### src/rtl/rv_decode_stage.sv
// RV32I decode stage: decodes a fetched word into ID/EX control fields and
// holds them in a one-entry registered slot with valid/ready on both sides.
module rv_decode_stage #(
    parameter int PC_W  = 32,
    parameter int CNT_W = 16
) (
    input  logic             clk,
    input  logic             reset_n,
    input  logic             in_valid,
    output logic             in_ready,
    input  logic [31:0]      in_instr,
    input  logic [PC_W-1:0]  in_pc,
    input  logic             flush,
    output logic             out_valid,
    input  logic             out_ready,
    output logic [PC_W-1:0]  out_pc,
    output logic [4:0]       out_rd,
    output logic [4:0]       out_rs1,
    output logic [4:0]       out_rs2,
    output logic [31:0]      out_imm,
    output logic [3:0]       out_alu_op,
    output logic             out_alu_src,
    output logic             out_reg_write,
    output logic             out_mem_read,
    output logic             out_mem_write,
    output logic             out_branch,
    output logic             out_jump,
    output logic             out_jalr,
    output logic             out_lui,
    output logic             out_illegal,
    output logic [CNT_W-1:0] illegal_count
);

    localparam logic [6:0] OP_R      = 7'b0110011;
    localparam logic [6:0] OP_IALU   = 7'b0010011;
    localparam logic [6:0] OP_LOAD   = 7'b0000011;
    localparam logic [6:0] OP_STORE  = 7'b0100011;
    localparam logic [6:0] OP_BRANCH = 7'b1100011;
    localparam logic [6:0] OP_JAL    = 7'b1101111;
    localparam logic [6:0] OP_JALR   = 7'b1100111;
    localparam logic [6:0] OP_LUI    = 7'b0110111;

    localparam logic [6:0] F7_BASE = 7'b0000000;
    localparam logic [6:0] F7_ALT  = 7'b0100000;

    localparam logic [3:0] ALU_ADD  = 4'd0;
    localparam logic [3:0] ALU_SUB  = 4'd1;
    localparam logic [3:0] ALU_SLL  = 4'd2;
    localparam logic [3:0] ALU_SLT  = 4'd3;
    localparam logic [3:0] ALU_SLTU = 4'd4;
    localparam logic [3:0] ALU_XOR  = 4'd5;
    localparam logic [3:0] ALU_SRL  = 4'd6;
    localparam logic [3:0] ALU_SRA  = 4'd7;
    localparam logic [3:0] ALU_OR   = 4'd8;
    localparam logic [3:0] ALU_AND  = 4'd9;

    localparam logic [CNT_W-1:0] CNT_MAX = {CNT_W{1'b1}};

    typedef struct packed {
        logic [PC_W-1:0] pc;
        logic [4:0]      rd;
        logic [4:0]      rs1;
        logic [4:0]      rs2;
        logic [31:0]     imm;
        logic [3:0]      alu_op;
        logic            alu_src;
        logic            reg_write;
        logic            mem_read;
        logic            mem_write;
        logic            branch;
        logic            jump;
        logic            jalr;
        logic            lui;
        logic            illegal;
    } slot_t;

    function automatic logic [3:0] alu_sel(input logic [2:0] f3,
                                           input logic       alt);
        logic [3:0] op;
        unique case (f3)
            3'b000:  op = alt ? ALU_SUB : ALU_ADD;
            3'b001:  op = ALU_SLL;
            3'b010:  op = ALU_SLT;
            3'b011:  op = ALU_SLTU;
            3'b100:  op = ALU_XOR;
            3'b101:  op = alt ? ALU_SRA : ALU_SRL;
            3'b110:  op = ALU_OR;
            default: op = ALU_AND;
        endcase
        return op;
    endfunction

    logic [6:0]  opc;
    logic [2:0]  f3;
    logic [6:0]  f7;
    logic [4:0]  rd_f;
    logic [4:0]  rs1_f;
    logic [4:0]  rs2_f;
    logic [31:0] imm_i;
    logic [31:0] imm_s;
    logic [31:0] imm_b;
    logic [31:0] imm_j;
    logic [31:0] imm_u;
    logic [31:0] imm_sh;
    logic        is_shift;

    assign opc      = in_instr[6:0];
    assign rd_f     = in_instr[11:7];
    assign f3       = in_instr[14:12];
    assign rs1_f    = in_instr[19:15];
    assign rs2_f    = in_instr[24:20];
    assign f7       = in_instr[31:25];
    assign imm_i    = {{20{in_instr[31]}}, in_instr[31:20]};
    assign imm_s    = {{20{in_instr[31]}}, in_instr[31:25], in_instr[11:7]};
    assign imm_b    = {{19{in_instr[31]}}, in_instr[31], in_instr[7],
                       in_instr[30:25], in_instr[11:8], 1'b0};
    assign imm_j    = {{11{in_instr[31]}}, in_instr[31], in_instr[19:12],
                       in_instr[20], in_instr[30:21], 1'b0};
    assign imm_u    = {in_instr[31:12], 12'b0};
    assign imm_sh   = {27'b0, in_instr[24:20]};
    assign is_shift = (f3 == 3'b001) || (f3 == 3'b101);

    slot_t dec;
    logic  legal;
    logic  wr;

    always_comb begin
        dec       = '0;
        dec.pc    = in_pc;
        legal     = 1'b0;
        wr        = 1'b0;
        unique case (opc)
            OP_R: begin
                legal = (f7 == F7_BASE) ||
                        ((f7 == F7_ALT) && ((f3 == 3'b000) || (f3 == 3'b101)));
                dec.rd     = rd_f;
                dec.rs1    = rs1_f;
                dec.rs2    = rs2_f;
                dec.alu_op = alu_sel(f3, f7 == F7_ALT);
                wr         = 1'b1;
            end
            OP_IALU: begin
                unique case (f3)
                    3'b001:  legal = (f7 == F7_BASE);
                    3'b101:  legal = (f7 == F7_BASE) || (f7 == F7_ALT);
                    default: legal = 1'b1;
                endcase
                dec.rd      = rd_f;
                dec.rs1     = rs1_f;
                dec.imm     = is_shift ? imm_sh : imm_i;
                // funct7 only selects SRA for shift-right; for ADDI it is imm.
                dec.alu_op  = alu_sel(f3, (f3 == 3'b101) && (f7 == F7_ALT));
                dec.alu_src = 1'b1;
                wr          = 1'b1;
            end
            OP_LOAD: begin
                legal        = (f3 == 3'b010);
                dec.rd       = rd_f;
                dec.rs1      = rs1_f;
                dec.imm      = imm_i;
                dec.alu_src  = 1'b1;
                dec.mem_read = 1'b1;
                wr           = 1'b1;
            end
            OP_STORE: begin
                legal         = (f3 == 3'b010);
                dec.rs1       = rs1_f;
                dec.rs2       = rs2_f;
                dec.imm       = imm_s;
                dec.alu_src   = 1'b1;
                dec.mem_write = 1'b1;
            end
            OP_BRANCH: begin
                legal      = (f3 == 3'b000);
                dec.rs1    = rs1_f;
                dec.rs2    = rs2_f;
                dec.imm    = imm_b;
                dec.alu_op = ALU_SUB;
                dec.branch = 1'b1;
            end
            OP_JAL: begin
                legal       = 1'b1;
                dec.rd      = rd_f;
                dec.imm     = imm_j;
                dec.alu_src = 1'b1;
                dec.jump    = 1'b1;
                wr          = 1'b1;
            end
            OP_JALR: begin
                legal       = (f3 == 3'b000);
                dec.rd      = rd_f;
                dec.rs1     = rs1_f;
                dec.imm     = imm_i;
                dec.alu_src = 1'b1;
                dec.jump    = 1'b1;
                dec.jalr    = 1'b1;
                wr          = 1'b1;
            end
            OP_LUI: begin
                legal       = 1'b1;
                dec.rd      = rd_f;
                dec.imm     = imm_u;
                dec.alu_src = 1'b1;
                dec.lui     = 1'b1;
                wr          = 1'b1;
            end
            default: legal = 1'b0;
        endcase
        if (!legal) begin
            dec         = '0;
            dec.pc      = in_pc;
            dec.illegal = 1'b1;
        end else begin
            dec.reg_write = wr && (rd_f != 5'd0);
        end
    end

    slot_t            slot_q, slot_d;
    logic             valid_q, valid_d;
    logic [CNT_W-1:0] cnt_q, cnt_d;
    logic             accept;

    assign in_ready = !valid_q || out_ready;
    assign accept   = in_valid && in_ready && !flush;

    always_comb begin
        slot_d  = slot_q;
        valid_d = valid_q;
        cnt_d   = cnt_q;
        if (flush) begin
            valid_d = 1'b0;
        end else if (accept) begin
            slot_d  = dec;
            valid_d = 1'b1;
            if (dec.illegal && (cnt_q != CNT_MAX)) begin
                cnt_d = cnt_q + 1'b1;
            end
        end else if (out_ready) begin
            valid_d = 1'b0;
        end
    end

    always_ff @(posedge clk or negedge reset_n) begin
        if (!reset_n) begin
            slot_q  <= '0;
            valid_q <= 1'b0;
            cnt_q   <= '0;
        end else begin
            slot_q  <= slot_d;
            valid_q <= valid_d;
            cnt_q   <= cnt_d;
        end
    end

    assign out_valid     = valid_q;
    assign out_pc        = slot_q.pc;
    assign out_rd        = slot_q.rd;
    assign out_rs1       = slot_q.rs1;
    assign out_rs2       = slot_q.rs2;
    assign out_imm       = slot_q.imm;
    assign out_alu_op    = slot_q.alu_op;
    assign out_alu_src   = slot_q.alu_src;
    assign out_reg_write = slot_q.reg_write;
    assign out_mem_read  = slot_q.mem_read;
    assign out_mem_write = slot_q.mem_write;
    assign out_branch    = slot_q.branch;
    assign out_jump      = slot_q.jump;
    assign out_jalr      = slot_q.jalr;
    assign out_lui       = slot_q.lui;
    assign out_illegal   = slot_q.illegal;
    assign illegal_count = cnt_q;

endmodule

### config.mk
export PLATFORM = sky130hd
export DESIGN_NAME = rv_decode_stage
export DESIGN_NICKNAME = d
export VERILOG_FILES = /design/src/rtl/rv_decode_stage.sv
export SDC_FILE = /design/constraint.sdc
export NUM_CORES = 1
export LEC_CHECK = 0
export ABC_AREA = 1
export CAP_MARGIN = 0
export CORE_AREA = 4 4 85 147
export CTS_CLUSTER_DIAMETER = 30
export DETAILED_ROUTE_END_ITERATION = 12
export DIE_AREA = 0 0 89 151
export DONT_BUFFER_PORTS = 1
export PLACE_DENSITY_LB_ADDON = 0.3
export SETUP_SLACK_MARGIN = 0.5
export SLEW_MARGIN = 20
export SYNTH_ARGS = -nofsm -noshare
export SYNTH_HDL_FRONTEND = slang
export SYNTH_SLANG_ARGS = --single-unit
### constraint.sdc
create_clock -name clk -period 2 [get_ports clk]
set_input_delay 0.3 -clock clk [delete_from_list [all_inputs] [get_ports clk]]
set_output_delay 0.3 -clock clk [all_outputs]
set_load 0.01 [all_outputs]
==> impl_metrics.csv, run 1 <==
group,metric,value,unit
synth,synth_flop_cell,"dfrtp_1",
layout,antenna-diode-count,0,
setup_path,cp.arrival,1.89,ns
route,first_pass_iters,6,
route,topRoutingLayerUsed,"met4",
sta,finalSetupViolCount,0,
synth,synth-edff-count,0,
clock_network,h-tree-depth,3,
synth,synthXorXnorAreaFrac,2.00,%
run_status,status,"complete, but fails checks",
setup_path,ff2ff_setup_slack,0.35,ns
pwr,p_comb_share,9.0,%
setup_path,reg2reg_from,"illegal_count[0]",
sta,fmax,0.605,GHz
min_path,hold_class,"input pin to asynchronous set/reset pin",
synth,async_flop_share,100,%
floorplanning,die_area,13400,um2
sta,finClkSkew,0.0116,ns
synth,synth_top_cell_area_share,47.8,%
clock_network,cts_buffers,9,
grt,globalRouteTotalUtil,25.3,%
layout,fillers,1070,
grt,grt_antenna_before_repair,0,
floorplanning,core,11400,um2
route,dr.first_iter.drc_count,394,
floorplanning,rows,52,
route,met3_length,1610,um
floorplanning,die_h,151,um
clock_network,clk_latency,0.35,ns
sta,hold_viol,109,
clock_network,cts_tree,"done",
layout,final_util,56.5,%
synth,postSynthCellCount,783,
setup_path,critPathMaxFanout,8,
synth,syn_area_per_cell,7.29,um2
route,met1_length,5820,um
synth,yosysSeqAreaShare,47.8,%
synth,ys_warn_count,0,
sta,tightest_slew,0.635,ns
floorplanning,io_pins,179,
synth,synthAdderAreaFrac,0.219,%
synth,synth.mux.area_fraction,0,%
sta,final.setup.tns,0,ns
synth,synth_top_family_by_area,"simple AND/OR/NAND/NOR gates",
sta,rsz0062_at_grt,"true",
floorplanning,die_x,89,um
sta,max_slew_margin,57.3,%
setup_path,reg2reg_to,"illegal_count[7]",
route,dr_wl_met2,8800,um
route,wirelength,17100,um
placed_design,io_buffers,0,
synth,synth_area,5710,um2
synth,ys_top_cells_by_count,"nand2_1, dfrtp_1, nand3_1",
floorplanning,start_util,50.1,%
pwr,p_leak,3.55,nW
sta,whs,-0.363,ns
layout,num-nets-final,860,
clock_network,cts_root_buf,"clkbuf_16",
synth,synth-simple-area-share,39.9,%
clock_network,cts_hold_buf,1,
grt,grt_pass1_wl,26300,um
route,num_vias,5324,
pwr,switchingPower,1.36,mW
route,viasPerCell,5.72,
grt,gr-total-overflow,0,
setup_path,reg2regPathDepth,9,
pwr,internal_power,3.40,mW
sta,layout_setup_ws,0.346,ns
sta,finalMaxSlewViolations,0,
synth,yosysTopAreaCell,"dfrtp_1",
clock_network,cts.reportedPaths.clkPinSlew,0.07,ns
pwr,ir_drop,0.665,mV
flow_run,drv_cap,0,
placed_design,place.gp.congestion,0.934,
grt,grt_max_degree,110,
setup_path,worstSetupPathType,"register to register",
run_status,violations,"hold timing",
sta,finalCriticalPeriod,1.65,ns
setup_path,cp-end-kind,"register",
synth,synth_fp_nets,853,
synth,yosysMostFrequentCell,"nand2_1",
synth,synth_compound_area_share,3.33,%
clock_network,clock-sinks,109,
synth,synth.area.top_cells,"dfrtp_1, nand2_1, nand3_1",
clock_network,ctsLongestPathBuffers,2,
synth,ys_seq_elements,109,
pwr,seqPwrFrac,53.9,%
setup_path,crit_required,2.23,ns
route,drc_errors,0,
pwr,powerDensity,741,nW/um2
placed_design,place_ws,0.164,ns
pwr,p_clk_share,37.0,%
setup_path,critPathLaunchType,"register",
layout,syn_to_final_growth,12.7,%
route,drtAntennaViolNets,0,
route,wl_per_cell,18.4,um
pwr,swShare,28.6,%
layout,layout-drive-gt1-share,12.1,%
grt,grt_pass1_vias,5228,
placed_design,dp_hpwl,12400,um
sta,finalCritPeriodShare,82.7,%
synth,synthDistinctLibCells,33,
state kept, by name, indices dropped and copies added, names as in the netlist, 4 cells and up:
| signal | count |
|---|---|
| out_rs2 | 5 |
| out_rd | 5 |
| illegal_count | 16 |
| out_pc | 32 |
| out_rs1 | 5 |
| out_alu_op | 4 |
| out_imm | 32 |
power groups by stage:
stage                     sequential, mW  combinational (mW)  clock, mW
after floorplan                     2.56               0.322          0
after global placement              2.60               0.376          0
after detailed placement            2.61               0.400          0
after CTS                           2.57               0.427       1.82
after global routing                2.59               0.491       1.90
final                               2.57               0.430       1.76
final cells by class:
cell class / instances / area [um2] / area share, %
inverter: 55 / 213 / 3.31
multi-input combinational: 584 / 2720 / 42.2
clock buffer: 9 / 225 / 3.50
timing repair inverter: 2 / 15.0 / 0.233
tap: 135 / 169 / 2.63
timing repair buffer: 29 / 278 / 4.32
clock inverter: 7 / 80.1 / 1.25
sequential: 109 / 2740 / 42.5
critical path: stages, from the launching register on:
cell     delay [ns]
dfrtp_2        0.49
ha_4           0.20
nand3_4        0.09
inv_4          0.04
nand3_2        0.05
nor2_2         0.05
a21oi_4        0.25
nand3_4        0.19
nand2_1        0.12
nand2_1        0.05
metal layers:
metal  track usage, %  vias up
li1                 -     2502
met1             26.3     2488
met2             44.4      268
met3             8.82       66
met4             12.1        0
met5                0        -
timing repair:
action                                 CTS  global route
buffers inserted                         4             0
endpoints found under the hold margin  110           109
cloned                                   2             2
setup endpoints to repair               80            87
resized for setup                       11            15
pin swaps                                7             2
logic make-up (layout without fill, tap and decap cells):
logic type,Yosys count,after routing
flip-flops,109,109
XOR/XNOR,13,13
AND/OR/NAND/NOR,534,535
adder cells (fa/ha/maj),1,1
AO/OA/AOI/OAI,35,35
buffers and inverters,91,102
cells in the final DEF (no fill, tap or decap), types with 3 or more instances in the layout:
cell type	netlist	routed
clkbuf_16	0	9
nand4_1	29	29
nand3_1	83	80
nand3_4	1	3
nor2_1	51	47
dfrtp_2	0	6
xor2_1	5	5
dfrtp_1	109	103
nor2_2	5	9
o21ai_0	11	11
nor3_1	8	7
clkinvlp_4	0	4
nand2_2	5	11
a21oi_1	19	19
inv_2	3	4
nand3_2	2	4
nand2_1	343	335
buf_4	0	23
xnor2_1	8	7
inv_1	52	49
through the flow:
stage,cell area (um2),instances,power (mW)
finish,6430,930,4.76
global route,6430,930,4.98
detailed placement,5950,905,3.01
CTS,6370,928,4.82
floorplan,5750,783,2.88
global placement,5950,905,2.98
worst max path at each step:
| stage | from | end | slack (ns) | cells after the start |
|---|---|---|---|---|
| final | illegal_count[0] | illegal_count[7] | 0.35 | 9 |
| after floorplan | illegal_count[0] | illegal_count[9] | 0.43 | 10 |
| after global routing | illegal_count[0] | illegal_count[7] | 0.27 | 9 |
| after global placement | illegal_count[0] | illegal_count[10] | 0.16 | 9 |
| after CTS | illegal_count[0] | illegal_count[7] | 0.36 | 9 |
| after detailed placement | illegal_count[0] | illegal_count[11] | 0.16 | 9 |
(Power assumes the default switching activity.)
==> run 2, diff against run 1 <==
Clock period 2 ns to 1.5 ns, I/O delays scaled along.
==> impl_metrics.csv, run 2 (synthesis gave the netlist of run 1 again) <==
group,metric,value,unit
floorplanning,start_util,50.1,%
setup_path,reg2regPathDepth,10,
sta,tightest_slew,0.394,ns
setup_path,ff2ff_setup_slack,-0.06,ns
placed_design,placed_cell_area,6350,um2
grt,grt_pass1_wl,27700,um
floorplanning,die_x,89,um
sta,finalSetupViolCount,16,
setup_path,worstSetupPathType,"register to register",
sta,max_slew_margin,73.7,%
layout,num-nets-final,955,
sta,fmax,0.643,GHz
layout,antenna-diode-count,0,
grt,globalRouteTotalUtil,26.9,%
layout,syn_to_final_growth,46.6,%
sta,finalMaxSlewViolations,0,
clock_network,cts_tree,"done",
route,drc_errors,0,
grt,grt_pass1_vias,5402,
sta,finalCriticalPeriod,1.56,ns
clock_network,clock-sinks,109,
clock_network,h-tree-depth,3,
clock_network,cts_root_buf,"clkbuf_16",
placed_design,place.gp.congestion,0.897,
sta,whs,-0.449,ns
grt,gr-total-overflow,0,
setup_path,reg2reg_from,"illegal_count[1]",
placed_design,dp_hpwl,12300,um
clock_network,cts.reportedPaths.clkPinSlew,0.08,ns
layout,postLayoutCellArea,8370,um2
sta,finClkSkew,0.0109,ns
route,viasPerCell,5.87,
clock_network,clk_latency,0.37,ns
grt,grt_max_degree,110,
floorplanning,core,11400,um2
grt,grt_antenna_before_repair,0,
route,wirelength,21700,um
floorplanning,die_h,151,um
layout,final_cell_mix,"nand2_1, nand3_1, nand2_2, dfrtp_1, inv_1",
layout,layout-drive-gt1-share,35.3,%
flow_run,drv_cap,0,
sta,rsz0062_at_grt,"true",
setup_path,critPathLaunchType,"register",
min_path,hold_class,"input pin to asynchronous set/reset pin",
pwr,powerDensity,875,nW/um2
setup_path,crit_required,1.75,ns
setup_path,cp-end-kind,"register",
pwr,p_leak,4.33,nW
pwr,ir_drop,0.803,mV
clock_network,cts_hold_buf,30,
run_status,status,"complete, but fails checks",
route,first_pass_iters,5,
setup_path,critPathMaxFanout,8,
setup_path,reg2reg_to,"illegal_count[0]",
floorplanning,io_pins,179,
placed_design,io_buffers,0,
route,dr.first_iter.drc_count,262,
clock_network,ctsLongestPathBuffers,2,
setup_path,cp.arrival,1.81,ns
run_status,violations,"hold timing, setup timing",
route,num_vias,6018,
route,wl_per_cell,21.2,um
sta,layout_setup_ws,-0.0563,ns
pwr,power,7.32,mW
sta,finalCritPeriodShare,104,%
sta,hold_viol,110,
clock_network,cts_buffers,9,
route,drtAntennaViolNets,0,
floorplanning,die_area,13400,um2
layout,final_common_cell,"nand2_1",
floorplanning,rows,52,
run 2: critical path, cell delays in order, from the launching register on:
cell and delay, ns:
dfrtp_2 0.43, ha_4 0.17, nand3_4 0.09, inv_4 0.05, nand3_4 0.05, nor2_4 0.05, a21oi_4 0.13, buf_6 0.13
nand3_4 0.17, nand2_1 0.13, nand2_1 0.05
run 2: area by class of cell:
type / instances / area (um2)
clock buffers: 9 / 225
flip-flops and latches: 109 / 2770
inverters: 55 / 229
well taps: 135 / 169
repair buffers: 126 / 1540
fillers: 789 / 3020
clock inverters: 7 / 100
multi-input cells: 584 / 3330
run 2: repair_timing:
item                                    CTS  global route
gates resized for setup                  32           201
buffers inserted                          6            17
cloned                                    6            14
hold endpoints to repair                139           109
endpoints found under the setup margin  218           218
pin swaps                                 1            51
run 2: worst max path at each step:
stage,from,slack (ns),cells past startpoint,end
after floorplan,illegal_count[0],-0.07,10,illegal_count[9]
after global routing,illegal_count[5],-0.14,8,illegal_count[15]
after CTS,illegal_count[1],-0.03,9,illegal_count[12]
after global placement,in_instr[1],-0.18,8,out_imm[28]
after detailed placement,in_instr[1],-0.28,8,out_imm[22]
final,illegal_count[1],-0.06,10,illegal_count[0]
run 2: power breakdown:
group | internal (mW) | total, mW | switching, mW
sequential | 3.14 | 3.43 | 0.296
clock | 1.35 | 2.59 | 1.24
combinational | 0.660 | 1.30 | 0.638
total | 5.15 | 7.32 | 2.18
run 2: per-stage QoR:
step           worst slack, ns  hold slack (ns)  cells  TNS (ns)  utilization [%]
4_1_cts                -0.0302           -0.452    994    -0.285             64.2
3_3_place_gp            -0.177          -0.0683    936     -2.00             55.8
2_1_floorplan          -0.0739          -0.0706    783    -0.821                -
5_1_grt                 -0.143           -0.458   1025     -1.64             73.5
3_5_place_dp            -0.283          -0.0681    936     -3.00             55.8
6_report               -0.0563           -0.449   1025    -0.485             73.5
run 2: per-layer routing:
layer / vias up / wire length, um / global-route usage (%)
li1: 2700 / - / -
met1: 2907 / 7040 / 28.3
met2: 319 / 11500 / 47.8
met3: 92 / 1900 / 7.73
met4: 0 / 1250 / 13.3
met5: - / 0 / 0
==> run 3, diff against run 2 <==
Settings changed: CORE_AREA 4 4 85 147 to 2 2 83 145, CTS_BUF_LIST set to sky130_fd_sc_hd__clkbuf_4 sky130_fd_sc_hd__clkbuf_8, DIE_AREA 0 0 89 151 to 0 0 85 147, HOLD_SLACK_MARGIN set to 0.15.
==> impl_metrics.csv, run 3 (synthesis gave the netlist of run 1 again) <==
group,metric,value,unit
setup_path,cp.depth,10,
route,drtAntennaViolNets,0,
sta,finalCriticalPeriod,1.59,ns
setup_path,cpMaxStageDelayCell,"dfrtp_2",
sta,layout_setup_ws,-0.0878,ns
setup_path,reg2reg_from,"illegal_count[0]",
setup_path,critPathLaunchType,"register",
grt,grt_pass1_wl,32700,um
layout,final_common_cell,"nand2_1",
setup_path,cp_slowest_stage_delay,0.45,ns
run_status,status,"complete, but fails checks",
sta,tightest_slew,0.474,ns
layout,syn_to_final_growth,62.9,%
pwr,powerDensity,746,nW/um2
pwr,swShare,33.1,%
setup_path,crit_path_end,"illegal_count[2]",
grt,gr-usage-met1,36.1,%
route,first_pass_iters,5,
grt,grt_pass1_vias,6176,
sta,rsz0062_at_grt,"true",
setup_path,worst_path_most_repeated_cell,"nand3_4",
route,wl_per_cell,22.1,um
clock_network,ctsLongestPathBuffers,2,
sta,fmax,0.630,GHz
floorplanning,die_h,147,um
run_status,violations,"hold timing, setup timing",
setup_path,worstSetupPathType,"register to register",
clock_network,cts_buffers,9,
floorplanning,core,11400,um2
floorplanning,start_util,50.1,%
floorplanning,die_area,12500,um2
setup_path,cp-startpoint,"illegal_count[0]",
setup_path,crit_family,"simple AND/OR/NAND/NOR gates",
setup_path,critPathMaxFanout,8,
pwr,switchingPower,2.29,mW
placed_design,place.gp.congestion,0.931,
sta,finalCritPeriodShare,106,%
clock_network,cts_root_buf,"clkbuf_8",
clock_network,cts_hold_buf,59,
setup_path,reg2reg_to,"illegal_count[2]",
floorplanning,rows,52,
grt,gr-total-overflow,0,
grt,globalRouteTotalUtil,33.5,%
setup_path,crit_required,1.79,ns
clock_network,clock-sinks,109,
flow_run,drv_cap,0,
sta,finClkSkew,0.0202,ns
setup_path,cp_num_buf_inv,2,
pwr,p_leak,4.71,nW
pwr,internal_power,4.64,mW
layout,final_cell_mix,"nand2_1, nand2_2, nand2_4, nand3_1, dlygate4sd3_1",
grt,grt_use_met2,59.4,%
route,wirelength,23400,um
clock_network,clk_latency,0.40,ns
pwr,seqPwrFrac,49.5,%
route,dr.first_iter.drc_count,508,
sta,whs,-0.488,ns
sta,hold_viol,109,
grt,grtUsageMet3,7.53,%
sta,finalSetupViolCount,17,
clock_network,cts.reportedPaths.clkPinSlew,0.12,ns
placed_design,place_ws,-0.109,ns
floorplanning,die_x,85,um
pwr,ir_drop,0.751,mV
placed_design,io_buffers,0,
sta,max_slew_margin,68.3,%
grt,grt_antenna_before_repair,1,
layout,layout-drive-gt1-share,45.8,%
grt,top_usage_layer,"met2",
route,viasPerCell,5.96,
sta,finalMaxSlewViolations,0,
grt,grt_max_degree,110,
setup_path,ff2ff_setup_slack,-0.09,ns
placed_design,dp_hpwl,11800,um
layout,num-nets-final,986,
floorplanning,io_pins,179,
setup_path,worstPathCellList,"ha_4, nand3_4, inv_4, nand3_4, nor2_4, a21oi_4, buf_12, nand3_4, nand2_2, nand2_2",
sta,final.setup.tns,-0.779,ns
pwr,p_clk_share,26.7,%
pwr,p_comb_share,23.8,%
min_path,hold_class,"input pin to asynchronous set/reset pin",
setup_path,cp-end-kind,"register",
setup_path,reg2regPathDepth,10,
clock_network,cts_tree,"done",
setup_path,cp.arrival,1.88,ns
clock_network,h-tree-depth,3,
route,drc_errors,0,
route,num_vias,6303,
run 3: worst min path at each step:
stage          slack (ns)  cells after the start                to    start
2_1_floorplan       -0.07                      0  illegal_count[0]  reset_n
3_3_place_gp        -0.07                      0  illegal_count[6]  reset_n
3_5_place_dp        -0.07                      0  illegal_count[6]  reset_n
4_1_cts             -0.49                      0  illegal_count[6]  reset_n
5_1_grt             -0.51                      0       out_imm[11]  reset_n
6_report            -0.49                      0  illegal_count[9]  reset_n
run 3: power groups by stage:
| stage | Sequential, mW | Clock (mW) | Combinational [mW] |
|---|---|---|---|
| after floorplan | 3.42 | 0 | 0.491 |
| after global placement | 3.40 | 0 | 0.691 |
| after detailed placement | 3.40 | 0 | 0.723 |
| after CTS | 3.38 | 1.85 | 1.34 |
| after global routing | 3.44 | 1.98 | 1.73 |
| final | 3.43 | 1.85 | 1.65 |
run 3: layout make-up:
cell class | count | area, um2
Sequential cell | 109 | 2800
Clock buffer | 9 | 124
Inverter | 55 | 248
Tap cell | 135 | 169
Fill cell | 612 | 2090
Timing Repair Buffer | 157 | 2130
Antenna cell | 1 | 2.50
Clock inverter | 7 | 75.1
Multi-Input combinational cell | 584 | 3740
run 3: repair_timing:
item                       in CTS  in global routing
gates resized for setup       209                206
cloned                         18                  5
setup endpoints to repair     218                218
hold endpoints to repair      193                112
pin swaps                      66                 50
buffers inserted               20                  8
run 3: metrics by stage:
stage	util (%)	power, mW	hold WS [ns]	cells	cell area [um2]
floorplan	-	3.91	-0.0706	783	6050
global placement	55.3	4.09	-0.0686	930	6300
detailed placement	55.3	4.13	-0.0684	930	6300
CTS	73.9	6.57	-0.495	1043	8410
global route	81.6	7.16	-0.507	1057	9290
finish	81.6	6.93	-0.488	1057	9290
run 3: per-layer routing:
layer	share of wire [%]	vias to the layer above
met5	0	-
met4	6.9	0
met3	9.0	133
met2	52	441
met1	32	2948
li1	-	2781
